### config.mk
export PLATFORM = sky130hd
export DESIGN_NAME = pwm_breathe
export DESIGN_NICKNAME = d
export VERILOG_FILES = /design/src/rtl/pwm_breathe_pkg.sv /design/src/rtl/pwm_channel.sv /design/src/rtl/pwm_breathe.sv
export SDC_FILE = /design/constraint.sdc
export NUM_CORES = 1
export LEC_CHECK = 0
export ABC_AREA = 1
export BUFFER_PORTS_ARGS = -buffer_cell sky130_fd_sc_hd__buf_2
export CELL_PAD_IN_SITES_DETAIL_PLACEMENT = 0
export CELL_PAD_IN_SITES_GLOBAL_PLACEMENT = 2
export CORE_MARGIN = 1
export CORE_UTILIZATION = 31
export DETAILED_ROUTE_END_ITERATION = 10
export GPL_TIMING_DRIVEN = 0
export PLACE_DENSITY = 0.74
export SLEW_MARGIN = 20
export SYNTH_ARGS = -nofsm -noshare
export SYNTH_HDL_FRONTEND = slang
export SYNTH_SLANG_ARGS = --single-unit
### constraint.sdc
create_clock -name CLK -period 1.95 [get_ports CLK]
set_input_delay 0.195 -clock CLK [delete_from_list [all_inputs] [get_ports CLK]]
set_output_delay 0.195 -clock CLK [all_outputs]
set_load 0.1 [all_outputs]
### src/rtl/pwm_breathe_pkg.sv
// Shared encodings for the breathing LED driver:
// ramp modes and ramp direction.
package pwm_breathe_pkg;

    typedef enum logic [1:0] {
        MODE_OFF  = 2'b00,
        MODE_SAW  = 2'b01,
        MODE_TRI  = 2'b10,
        MODE_HOLD = 2'b11
    } mode_e;

    typedef enum logic {
        DIR_UP   = 1'b0,
        DIR_DOWN = 1'b1
    } dir_e;

endpackage

### src/rtl/pwm_channel.sv
// One breathing channel: duty ramp engine, period-aligned shadow
// register, PWM compare and registered LED output.
module pwm_channel
    import pwm_breathe_pkg::*;
#(
    parameter int WIDTH      = 8,
    parameter bit ACTIVE_LOW = 1'b1
) (
    input  logic             CLK,
    input  logic             RST_N,
    input  logic             en,
    input  logic             step,
    input  logic [WIDTH-1:0] cnt,
    input  logic [1:0]       mode,
    input  logic [WIDTH-1:0] peak,
    output logic [WIDTH-1:0] duty,
    output logic             led
);

    localparam logic [WIDTH-1:0] ZERO    = '0;
    localparam logic [WIDTH-1:0] ONE     = WIDTH'(1);
    localparam logic [WIDTH-1:0] CNT_MAX = '1;

    logic [WIDTH-1:0] duty_q, duty_d;
    logic [WIDTH-1:0] shadow_q, shadow_d;
    dir_e             dir_q, dir_d, dir_cur;
    mode_e            mode_q, mode_d, mode_in;
    logic             led_q, led_d;

    always_comb begin
        mode_in  = mode_e'(mode);
        duty_d   = duty_q;
        dir_d    = dir_q;
        mode_d   = mode_q;
        shadow_d = shadow_q;
        dir_cur  = dir_q;
        if (step) begin
            mode_d = mode_in;
            // A fresh triangle always starts climbing.
            if (mode_in == MODE_TRI && mode_q != MODE_TRI) begin
                dir_cur = DIR_UP;
            end
            dir_d = dir_cur;
            unique case (mode_in)
                MODE_OFF: begin
                    duty_d = ZERO;
                    dir_d  = DIR_UP;
                end
                MODE_SAW: begin
                    if (duty_q > peak) begin
                        duty_d = peak;
                    end else if (duty_q == peak) begin
                        duty_d = ZERO;
                    end else begin
                        duty_d = duty_q + ONE;
                    end
                end
                MODE_TRI: begin
                    if (peak == ZERO) begin
                        duty_d = ZERO;
                        dir_d  = DIR_UP;
                    end else if (duty_q > peak) begin
                        duty_d = peak;
                        dir_d  = DIR_DOWN;
                    end else if (dir_cur == DIR_UP) begin
                        if (duty_q == peak) begin
                            duty_d = duty_q - ONE;
                            dir_d  = DIR_DOWN;
                        end else begin
                            duty_d = duty_q + ONE;
                            if (duty_q == peak - ONE) dir_d = DIR_DOWN;
                        end
                    end else begin
                        if (duty_q == ZERO) begin
                            duty_d = ONE;
                            dir_d  = DIR_UP;
                        end else begin
                            duty_d = duty_q - ONE;
                            if (duty_q == ONE) dir_d = DIR_UP;
                        end
                    end
                end
                MODE_HOLD: duty_d = peak;
            endcase
        end
        if (en && cnt == CNT_MAX) begin
            shadow_d = duty_q;
        end
        led_d = en ? ((cnt < shadow_q) ^ ACTIVE_LOW) : ACTIVE_LOW;
    end

    always_ff @(posedge CLK or negedge RST_N) begin
        if (!RST_N) begin
            duty_q   <= '0;
            shadow_q <= '0;
            dir_q    <= DIR_UP;
            mode_q   <= MODE_OFF;
            led_q    <= ACTIVE_LOW;
        end else begin
            duty_q   <= duty_d;
            shadow_q <= shadow_d;
            dir_q    <= dir_d;
            mode_q   <= mode_d;
            led_q    <= led_d;
        end
    end

    assign duty = duty_q;
    assign led  = led_q;

endmodule

### src/rtl/pwm_breathe.sv
// Multi-channel breathing LED driver: shared PWM counter and
// ramp-step prescaler feeding one pwm_channel per LED.
module pwm_breathe
    import pwm_breathe_pkg::*;
#(
    parameter int CHANNELS   = 3,
    parameter int WIDTH      = 8,
    parameter int PRESCALE   = 262144,
    parameter bit ACTIVE_LOW = 1'b1
) (
    input  logic                      CLK,
    input  logic                      RST_N,
    input  logic                      en,
    input  logic [2*CHANNELS-1:0]     mode,
    input  logic [WIDTH-1:0]          peak,
    output logic [CHANNELS-1:0]       LED,
    output logic [CHANNELS*WIDTH-1:0] duty,
    output logic                      step
);

    localparam int PW = (PRESCALE > 1) ? $clog2(PRESCALE) : 1;
    localparam logic [PW-1:0] PRE_LAST = PW'(PRESCALE - 1);

    logic [WIDTH-1:0] cnt_q, cnt_d;
    logic [PW-1:0]    pre_q, pre_d;
    logic             step_w;

    always_comb begin
        step_w = en && (pre_q == PRE_LAST);
        cnt_d  = cnt_q;
        pre_d  = pre_q;
        if (en) begin
            cnt_d = cnt_q + WIDTH'(1);
            pre_d = step_w ? '0 : pre_q + PW'(1);
        end
    end

    always_ff @(posedge CLK or negedge RST_N) begin
        if (!RST_N) begin
            cnt_q <= '0;
            pre_q <= '0;
        end else begin
            cnt_q <= cnt_d;
            pre_q <= pre_d;
        end
    end

    assign step = step_w;

    for (genvar i = 0; i < CHANNELS; i++) begin : g_ch
        pwm_channel #(
            .WIDTH      (WIDTH),
            .ACTIVE_LOW (ACTIVE_LOW)
        ) u_ch (
            .CLK   (CLK),
            .RST_N (RST_N),
            .en    (en),
            .step  (step_w),
            .cnt   (cnt_q),
            .mode  (mode[2*i +: 2]),
            .peak  (peak),
            .duty  (duty[i*WIDTH +: WIDTH]),
            .led   (LED[i])
        );
    end

endmodule

==> run summary, run 1 <==
=================================================================================================================
Status                                                                                               finished with violations
Violated checks                                                                                      setup timing
IR drop worst, VDD                                                                                       0.354 mV
Die height                                                                                                 156 um
Total power after layout                                                                                  5500 uW
Clock transition at the registers of the reported paths                                                   0.08 ns
Total number of vias                                                                                         7802
Initial cell density of the core                                                                            0.320
Clock buffers created by TritonCTS                                                                              9
Predominant post-synthesis flop cell                                                                      dfrtp_1
Final wirelength                                                                                         28400 um
Clock latency on the worst-skew pair                                                                      0.36 ns
Final-report setup violation count                                                                             10
Combinational family with the most area after synthesis                                              simple AND/OR/NAND/NOR gates
Detailed-route wire length per cell                                                                       17.9 um
Share of the clock period used by the worst path after layout                                                1.08
Number of vias per cell                                                                                      4.93
Multi-input gate area in the final layout                                                                5300 um2
Required time at the worst-slack endpoint                                                                 1.75 ns
Count of yosys warnings during synthesis                                                                        0
EDFF count, synth                                                                                               0
Fraction of power consumed by combinational cells                                                           0.253
Final Hold Slack                                                                                         0.105 ns
Setup Crit Path Kind                                                                                 flop to output port
Tmin final                                                                                                2.11 ns
Library cells used by synthesis                                                                                35
Source of the worst hold timing path                                                                      mode[4]
Origin of the critical flop-to-flop path                                                             g_ch[0].u_ch.duty[0]
Switching Fraction                                                                                          0.354
Synth Register Bits                                                                                            86
Data arrival time of the critical path                                                                    1.92 ns
Synth Area in Simple Gates                                                                                  0.362
Total congestion overflow                                                                                       0
Cell leakage power                                                                                     0.00495 uW
Core area                                                                                               22900 um2
Number of nets in the synthesized netlist                                                                    1188
Arithmetic-cell share of the synthesized area counting full adders, half adders and majority gates          0.102
Sequential area share after synthesis                                                                       0.294
Hold Vio Cnt, Final                                                                                             0
Kind of start point of the critical path                                                                     flop
Critical Path End Type                                                                                output port
Antenna violations before repair                                                                                0
Standard-cell row count                                                                                        55
Final setup TNS                                                                                         -0.569 ns
Largest net degree at the start of global routing                                                              69
Sequential group share of total power                                                                       0.395
Post-placement worst setup slack                                                                        -0.913 ns
Fraction of post-synthesis cell area in the top cell type by area                                           0.283
GRT Resource Usage Total                                                                                    0.240
Multiplexer fraction of the synthesized cell area                                                               0
Maximum number of buffers from clock root to sink                                                               2
Cell Pwr Density                                                                                       539 nW/um2
Total count of max-transition violations in the final report                                                    0
Number of iterations in the first detailed-routing pass                                                         4
Clock network fraction of design power                                                                      0.352
Total of max-cap violations                                                                                     0
Most frequent cell after synthesis                                                                        nand2_1
Post-synthesis compound-gate area fraction                                                                  0.105
Total inserted antenna cells                                                                                    0
Area share of xor/xnor cells in the synthesized design                                                     0.0489
Number of filler cells placed in the layout                                                                  2470
Critical Path Start                                                                                      pre_q[0]
F_max                                                                                                   0.474 GHz
TritonCTS clock tree                                                                                          yes
Synth area leader                                                                                         dfrtp_1
Ys async rst share                                                                                           1.00
Share of layout cells above drive strength 1                                                                0.298
Count of input and output buffers                                                                              43
Unrepaired setup endpoints after global routing                                                              true
Critical-path maximum fanout                                                                                    2
Count of unresolved DRC violations after routing                                                                0
Netlist area before placement                                                                            7340 um2
Count of nets left with antenna violations after detail routing                                                 0
Headroom to the max-slew limit                                                                              0.673
Internal power component                                                                                  3550 uW
Gpl congestion                                                                                              0.869
CTS Root Cell                                                                                           clkbuf_16
H-Tree Depth                                                                                                    3
Count of pins on the block boundary                                                                            45
Top cells by area in the synthesized netlist                                                         dfrtp_1, nand2_1, ha_1
Number of global-route vias before repair                                                                    7427
Ranking of synthesized cells by instance count                                                       nand2_1, inv_1, nand3_1
Worst hold-check path type                                                                           input port to flop
Area added between synthesis and finish                                                                     39.0%
DPL Wire Length                                                                                          20000 um
Die Area                                                                                                24300 um2
Die X                                                                                                      156 um
Slew at the pin closest to its max-slew limit                                                            0.491 ns
Final nets                                                                                                   1341
Net switching power figure                                                                                1950 uW
Final core utilization                                                                                      0.445
Sequential cell area                                                                                     2250 um2
Post-synthesis instance total                                                                                1111
Clock Sinks                                                                                                    86
First-pass GRT wire length                                                                               43700 um
Worst setup skew after layout                                                                           0.0122 ns
Detailed Route Iter0 Violations                                                                               434
Average cell area after synthesis                                                                        6.60 um2
Worst-case setup margin in the final layout                                                             -0.161 ns
=================================================================================================================
placed cells by master, fill, tap and decap left out, types with 5 or more instances in the layout:
cell type   instances
buf_12              8
nor3_2              5
nor2_4             17
ha_4               20
nand2_1           320
a21oi_2             6
buf_4              93
o21ai_1            26
nor3_1             10
nand3_1            85
dfrtp_1            56
o21ai_0            51
nor2_1             76
nand3b_1            7
buf_6              13
nand2_4             8
dfrtp_4            23
a21oi_1            33
clkbuf_16           9
inv_1             100
xnor2_1             7
clkinvlp_4         15
clkbuf_4            7
nand4_1            18
xor2_1             33
nor2_2             13
o211ai_1           10
inv_2              13
nand3_4             7
nand3_2            17
nand2_2            24
ha_1               40
buf_2              42
power by group through the flow:
stage	logic [uW]	clock network [uW]	registers [uW]
finish	1390	1930	2170
CTS	1330	1980	2170
global route	1600	2040	2200
global placement	1180	0	2230
detailed placement	1200	0	2230
floorplan	897	0	2130
state kept, by name (all words and copies together) (netlist names):
signal              cells
g_ch.u_ch.dir_q         3
g_ch.u_ch.mode_q        6
g_ch.u_ch.shadow_q     24
pre_q                  18
cnt_q                   8
g_ch.u_ch.led           3
g_ch.u_ch.duty         24
worst max-delay path: stages, from the launching register on:
cell and delay (ns):
dfrtp_1 0.40, ha_4 0.16, nand3_4 0.08, nor3_4 0.18, nand4_2 0.15, nor3_4 0.20
nand3_4 0.11, clkinvlp_4 0.11, buf_12 0.17
layout make-up:
type	instances	share of cell area
Multi-Input combinational cell	860	0.520
Inverter	137	0.0596
Timing Repair Buffer	142	0.110
Clock buffer	10	0.0234
Buffer	28	0.0210
Clock inverter	6	0.00736
Tap cell	313	0.0384
Sequential cell	86	0.220
per-layer routing:
metal / up-vias / part of all wire / track usage
li1: 3911 / - / -
met1: 3714 / 0.50 / 0.343
met2: 156 / 0.46 / 0.384
met3: 21 / 0.028 / 0.0211
met4: 0 / 0.015 / 0.0700
met5: - / 0 / 0
timing repair:
item | 4_1_cts | 5_1_grt
hold buffers | 1 | 0
gates cloned | 3 | 0
resized for setup | 83 | 127
buffers inserted | 63 | 31
hold endpoints to repair | 18 | 0
setup endpoints to repair | 56 | 64
pin swaps | 21 | 66
path summary, 6_finish.rpt:
| check | endpoint | slack (ns) | cells past startpoint |
|---|---|---|---|
| max | step | -0.16 | 8 |
| max in group asynchronous | g_ch[1].u_ch.duty[2] | 1.02 | 3 |
| min reg2reg | pre_q[4] | 0.47 | 1 |
| min in group asynchronous | pre_q[7] | 0.25 | 2 |
| min | g_ch[2].u_ch.dir_q | 0.11 | 3 |
| max reg2reg | g_ch[0].u_ch.duty[6] | -0.09 | 11 |
kinds of logic after synthesis:
| logic type | after synthesis |
|---|---|
| xor gates and xnor gates | 41 |
| adders and majority gates | 60 |
| DFF | 86 |
| AOI/OAI and AO/OA | 143 |
| and+or+nand+nor | 616 |
| buffers and inverters | 165 |
per-stage QoR:
step	instance area, um2	std cells
4_1_cts	9480	1551
6_report	10200	1582
3_5_place_dp	8370	1468
3_3_place_gp	8340	1467
2_1_floorplan	7730	1111
5_1_grt	10200	1582
Power figures use the tool's default switching activity.
==> inputs of run 2 (changes only) <==
--- a/config.mk
+++ b/config.mk
@@ -9,10 +9,11 @@
 export BUFFER_PORTS_ARGS = -buffer_cell sky130_fd_sc_hd__buf_2
 export CELL_PAD_IN_SITES_DETAIL_PLACEMENT = 0
 export CELL_PAD_IN_SITES_GLOBAL_PLACEMENT = 2
-export CORE_MARGIN = 1
+export CORE_MARGIN = 8
 export CORE_UTILIZATION = 31
 export DETAILED_ROUTE_END_ITERATION = 10
-export GPL_TIMING_DRIVEN = 0
+export GPL_TIMING_DRIVEN = 1
+export MAX_ROUTING_LAYER = met4
 export PLACE_DENSITY = 0.74
 export SLEW_MARGIN = 20
 export SYNTH_ARGS = -nofsm -noshare
==> run 2 against run 1 <==
Effect of this change: sequential power barely moved; global-route usage shrank 3.5 points; worst hold slack got worse by 0.0015 ns; power is 1.6% lower; sequential cell count is the same; critical path type unchanged; the run still ends with setup timing left; die area is 19% higher; non-clock buffer count increased by 51; via count grew 1.6%.
==> run summary, run 2 (synthesized netlist as in run 1, its figures left out) <==
==============================================================================
Status                                                            finished with violations
Violated checks                                                   setup timing
GRT Resource Usage Total                                                 0.206
First-pass GRT wire length                                            44800 um
Switching Fraction                                                       0.368
Final wirelength                                                      28300 um
Standard-cell row count                                                     56
Total congestion overflow                                                    0
Count of input and output buffers                                           44
Cell Pwr Density                                                    514 nW/um2
Clock Sinks                                                                 86
Cell leakage power                                                  0.00526 uW
Setup Crit Path Kind                                              flop to output port
H-Tree Depth                                                                 3
Required time at the worst-slack endpoint                              1.75 ns
Count of pins on the block boundary                                         45
Largest net degree at the start of global routing                           57
Die height                                                              170 um
Internal power component                                               3420 uW
R2R cell count                                                              13
Critical Path Start                                                   pre_q[0]
Critical Path End Type                                             output port
Headroom to the max-slew limit                                           0.668
Final-report setup violation count                                          10
Gpl congestion                                                           0.915
Commonest non-fill, non-tap cell in the layout                         nand2_1
F_max                                                                0.471 GHz
Total count of max-transition violations in the final report                 0
Total of max-cap violations                                                  0
Post-placement worst setup slack                                     -0.289 ns
Number of global-route vias before repair                                 7930
Slew at the pin closest to its max-slew limit                         0.501 ns
Number of iterations in the first detailed-routing pass                      5
Detailed-route wire length per cell                                    17.2 um
Worst hold-check path type                                        input port to flop
Delay contributed by the slowest stage of the critical path            0.40 ns
Total inserted antenna cells                                                 0
Chain of cells forming the critical path                          ha_4 > nand3_4 > nor3_4 > nand4_2 > nor3_4 > nand3_4 > clkinvlp_4 > buf_12
Unrepaired setup endpoints after global routing                           true
Maximum number of buffers from clock root to sink                            2
Clock network fraction of design power                                   0.341
Endpoint of the worst-slack reg-to-reg timing path                g_ch[1].u_ch.duty[4]
Final nets                                                                1393
Number of filler cells placed in the layout                               2441
Multi-input gate area in the final layout                             5300 um2
Share of layout cells above drive strength 1                             0.318
Clock latency on the worst-skew pair                                   0.36 ns
Die X                                                                   170 um
Slowest stage cell on the critical path                                dfrtp_1
Area added between synthesis and finish                                  43.6%
Critical-path maximum fanout                                                 3
Clock buffers created by TritonCTS                                           9
CTS Root Cell                                                        clkbuf_16
Net switching power figure                                             1990 uW
Tmin final                                                             2.13 ns
Core area                                                            23300 um2
Final core utilization                                                   0.451
Internal reg-to-reg setup slack                                       -0.02 ns
Origin of the critical flop-to-flop path                          g_ch[1].u_ch.duty[4]
Sequential group share of total power                                    0.399
Count of unresolved DRC violations after routing                             0
Initial cell density of the core                                         0.314
Worst-case setup margin in the final layout                          -0.175 ns
Die Area                                                             28800 um2
Number of vias per cell                                                   4.83
Total number of vias                                                      7929
Share of the clock period used by the worst path after layout             1.09
TritonCTS clock tree                                                       yes
Sequential cell area                                                  2240 um2
Fraction of power consumed by combinational cells                        0.259
Worst setup skew after layout                                        0.0100 ns
Detailed Route Iter0 Violations                                            514
DPL Wire Length                                                       21800 um
Count of nets left with antenna violations after detail routing              0
Antenna violations before repair                                             0
Data arrival time of the critical path                                 1.93 ns
IR drop worst, VDD                                                    0.344 mV
Hold Vio Cnt, Final                                                          0
Highest-count cells in the layout ignoring fill and taps          nand2_1, buf_4, inv_1
Final setup TNS                                                      -0.261 ns
Capturing element of the worst setup path                                 step
Clock transition at the registers of the reported paths                0.08 ns
Kind of start point of the critical path                                  flop
==============================================================================
[run 2: changes by cell type in the layout (fill, tap and decap cells not counted), moves of 4 or more]
cell and delta:
nor2_2 +5, nor2_4 -11, nor2_1 +6, nand2_2 -4, buf_4 +60, o21ai_2 +4, nand3_1 -7, nand3_2 +5
inv_1 +14, clkbuf_4 -7, buf_12 +4, clkinvlp_4 -12
[run 2: final cells by class]
| type | instances | share of cell area |
|---|---|---|
| multi-input cells | 861 | 0.503 |
| well taps | 319 | 0.0379 |
| clock buffers | 9 | 0.0214 |
| flip-flops and latches | 86 | 0.213 |
| clock inverters | 7 | 0.00677 |
| repair buffers | 221 | 0.167 |
| inverters | 137 | 0.0513 |
[run 2: repair_timing]
action,CTS,global route
gates resized for setup,38,111
endpoints found under the setup margin,28,62
hold buffers,1,0
hold endpoints to repair,12,0
cloned,1,0
setup buffers,11,10
pin swaps,21,77
[run 2: worst min path at each step]
stage,from,to,slack (ns),depth (start not counted)
floorplan,RST_N,cnt_q[0],-0.10,0
global route,mode[2],g_ch[1].u_ch.dir_q,0.13,3
finish,mode[2],g_ch[1].u_ch.dir_q,0.10,3
global placement,RST_N,g_ch[2].u_ch.mode_q[1],0.08,1
detailed placement,RST_N,g_ch[2].u_ch.duty[5],0.08,1
CTS,mode[2],g_ch[1].u_ch.dir_q,0.09,3
[run 2: stage by stage]
| step | power (uW) | area, um2 | hold slack [ns] | instances |
|---|---|---|---|---|
| floorplan | 3030 | 7730 | -0.101 | 1111 |
| global placement | 3520 | 9510 | 0.0786 | 1604 |
| detailed placement | 3540 | 9510 | 0.0830 | 1604 |
| CTS | 5470 | 10100 | 0.0906 | 1632 |
| global route | 5770 | 10500 | 0.126 | 1640 |
| finish | 5410 | 10500 | 0.104 | 1640 |
[run 2: layer usage]
metal	wire length [um]	vias up	track usage
li1	-	4017	-
met1	13600	3733	0.272
met2	13400	154	0.342
met3	836	25	0.0144
met4	420	0	0.0446
met5	0	-	-
[run 2: power by group through the flow]
stage	combinational, uW	sequential [uW]	clock [uW]
finish	1400	2160	1850
global route	1620	2200	1950
CTS	1380	2170	1920
detailed placement	1350	2190	0
global placement	1330	2190	0
floorplan	897	2130	0
[run 2: worst max-delay path: cells and delay by family (launching register included)]
| family | cells | cell delay [ns] |
|---|---|---|
| flip-flops | 1 | 0.40 |
| AND/OR/NAND/NOR | 5 | 0.73 |
| adder cells (fa/ha/maj) | 1 | 0.16 |
| buffers and inverters | 2 | 0.27 |
==> inputs of run 3 (changes only) <==
--- a/config.mk
+++ b/config.mk
@@ -15,7 +15,7 @@
 export GPL_TIMING_DRIVEN = 1
 export MAX_ROUTING_LAYER = met4
 export PLACE_DENSITY = 0.74
-export SLEW_MARGIN = 20
+export SLEW_MARGIN = 15
 export SYNTH_ARGS = -nofsm -noshare
 export SYNTH_HDL_FRONTEND = slang
 export SYNTH_SLANG_ARGS = --single-unit
==> constraint.sdc (replaced) <==
create_clock -name CLK -period 1.95 [get_ports CLK]
set_input_delay 0.0975 -clock CLK [delete_from_list [all_inputs] [get_ports CLK]]
set_output_delay 0.0975 -clock CLK [all_outputs]
set_load 0.1 [all_outputs]
==> run 3 against run 2 <==
Effect of this change: the run ends with hold timing, setup timing left; count of clock-buffer cells in the layout is 1 higher; non-clock buffer count is 3 lower; clock skew up 0.0060 ns; die area unchanged; critical endpoint unchanged; critical path type unchanged.
==> run summary, run 3 (synthesized netlist as in run 1, its figures left out) <==
==============================================================================
Status                                                            finished with violations
Violated checks                                                   hold timing, setup timing
Standard-cell row count                                                     56
Final Hold Slack                                                  -0.000685 ns
Total congestion overflow                                                    0
Number of global-route vias before repair                                 7846
Clock Sinks                                                                 86
Clock buffers created by TritonCTS                                           9
Total count of max-transition violations in the final report                 0
Total inserted antenna cells                                                 0
Commonest non-fill, non-tap cell in the layout                         nand2_1
GR met3 Demand/Resource                                                 0.0153
Clock transition at the registers of the reported paths                0.08 ns
Cell Pwr Density                                                    507 nW/um2
Slew at the pin closest to its max-slew limit                         0.783 ns
IR drop worst, VDD                                                    0.412 mV
CTS Root Cell                                                        clkbuf_16
Critical-path maximum fanout                                                 2
TritonCTS clock tree                                                       yes
Data arrival time of the critical path                                 2.00 ns
Worst hold-check path type                                        input port to flop
Setup Crit Path Kind                                              flop to output port
Die X                                                                   170 um
Chain of cells forming the critical path                          ha_2 > nand3_2 > nor3_4 > nand4_2 > nor3_4 > nand3_2 > buf_6 > clkinvlp_4 > buf_12
Met2 GRT Util                                                            0.334
Share of the clock period used by the worst path after layout             1.08
Highest-count cells in the layout ignoring fill and taps          nand2_1, buf_4, inv_1
Initial cell density of the core                                         0.314
Die height                                                              170 um
Met1 capacity usage during global routing                                0.263
Largest net degree at the start of global routing                           52
Unrepaired setup endpoints after global routing                           true
Post-placement worst setup slack                                     -0.122 ns
Maximum number of buffers from clock root to sink                            2
Die Area                                                             28800 um2
Number of vias per cell                                                   4.80
Final-report setup violation count                                           9
GRT Resource Usage Total                                                 0.202
Cell leakage power                                                  0.00529 uW
H-Tree Depth                                                                 3
Total number of vias                                                      7854
Delay contributed by the slowest stage of the critical path            0.36 ns
Gpl congestion                                                           0.924
Total of max-cap violations                                                  0
Clock latency on the worst-skew pair                                   0.35 ns
Worst setup skew after layout                                        0.0160 ns
Placement Cell Area                                                   9320 um2
First-pass GRT wire length                                            43900 um
Headroom to the max-slew limit                                           0.478
Layer with the highest usage                                              met2
Share of layout cells above drive strength 1                             0.320
Final nets                                                                1389
Required time at the worst-slack endpoint                              1.85 ns
Final setup TNS                                                      -0.486 ns
Detailed Route Iter0 Violations                                            582
Final instance area                                                  10500 um2
Worst-case setup margin in the final layout                          -0.152 ns
Core area                                                            23300 um2
Cell family with the largest share of critical-path delay         simple AND/OR/NAND/NOR gates
Critical Path End Type                                             output port
Area added between synthesis and finish                                  43.7%
Hold Vio Cnt, Final                                                          1
F_max                                                                0.476 GHz
Slowest stage cell on the critical path                                dfrtp_1
Count of pins on the block boundary                                         45
Detailed-route wire length per cell                                    17.4 um
Final wirelength                                                      28400 um
Kind of start point of the critical path                                  flop
DPL Wire Length                                                       21700 um
Count of nets left with antenna violations after detail routing              0
Antenna violations before repair                                             0
Crit path buf inv count                                                      3
Tmin final                                                             2.10 ns
Number of iterations in the first detailed-routing pass                      4
Count of unresolved DRC violations after routing                             0
Count of input and output buffers                                           44
==============================================================================
==> run 3: cell types whose count changed in the layout (fill, tap and decap cells not counted), moves of 6 or more <==
cell and delta:
nand2_4 +7, nand2_1 -15, inv_4 +7, nand2_2 +6
nand3_1 +10
==> run 3: worst paths after layout <==
path                                      start              endpoint  slack, ns  depth (start not counted)
max in group asynchronous                 RST_N  g_ch[0].u_ch.duty[6]       0.91                          3
min in group asynchronous                 RST_N  g_ch[2].u_ch.duty[4]       0.36                          2
min                                     mode[2]    g_ch[1].u_ch.dir_q    -0.0007                          3
max                                    pre_q[1]                  step      -0.15                          9
max reg2reg                g_ch[1].u_ch.duty[3]  g_ch[1].u_ch.duty[3]      -0.08                         11
min reg2reg                            pre_q[4]              pre_q[4]       0.48                          1
==> run 3: per-stage QoR <==
| stage | total power, uW | utilization | instances |
|---|---|---|---|
| after floorplan | 3020 | - | 1111 |
| after global placement | 3490 | 0.399 | 1592 |
| after detailed placement | 3520 | 0.399 | 1592 |
| after CTS | 5340 | 0.417 | 1614 |
| after global routing | 5690 | 0.452 | 1636 |
| final | 5340 | 0.452 | 1636 |
==> run 3: what timing repair did <==
action | in CTS | in global routing
gates cloned | 0 | 2
hold buffers | 1 | 0
gates resized for setup | 22 | 157
hold endpoints to repair | 46 | 0
setup endpoints to repair | 26 | 36
setup buffers | 6 | 22
pin swaps | 5 | 77
==> run 3: final cells by class <==
cell class	instances	area, um2
clock buffer	10	239
timing repair buffer	218	1730
inverter	137	551
tap	319	399
fill	2474	12800
clock inverter	6	52.6
sequential	86	2240
multi-input combinational	860	5330
==> run 3: layer usage <==
metal | share of wire | up-vias | wire length, um
li1 | - | 4006 | -
met1 | 0.48 | 3697 | 13700
met2 | 0.48 | 127 | 13600
met3 | 0.025 | 24 | 697
met4 | 0.017 | 0 | 481
met5 | 0 | - | 0
==> run 3: power breakdown <==
| part | leakage, uW | switching (uW) | total [uW] | internal [uW] |
|---|---|---|---|---|
| clock | 0.000137 | 869 | 1790 | 921 |
| combinational | 0.00407 | 843 | 1410 | 571 |
| sequential | 0.00108 | 199 | 2140 | 1940 |
==> run 3: worst min-delay path, delay by kind of cell <==
kind,cells,cell delay [ns]
buffers and inverters,1,0.12
AOI/OAI and AO/OA,1,0.05
and+or+nand+nor,1,0.04
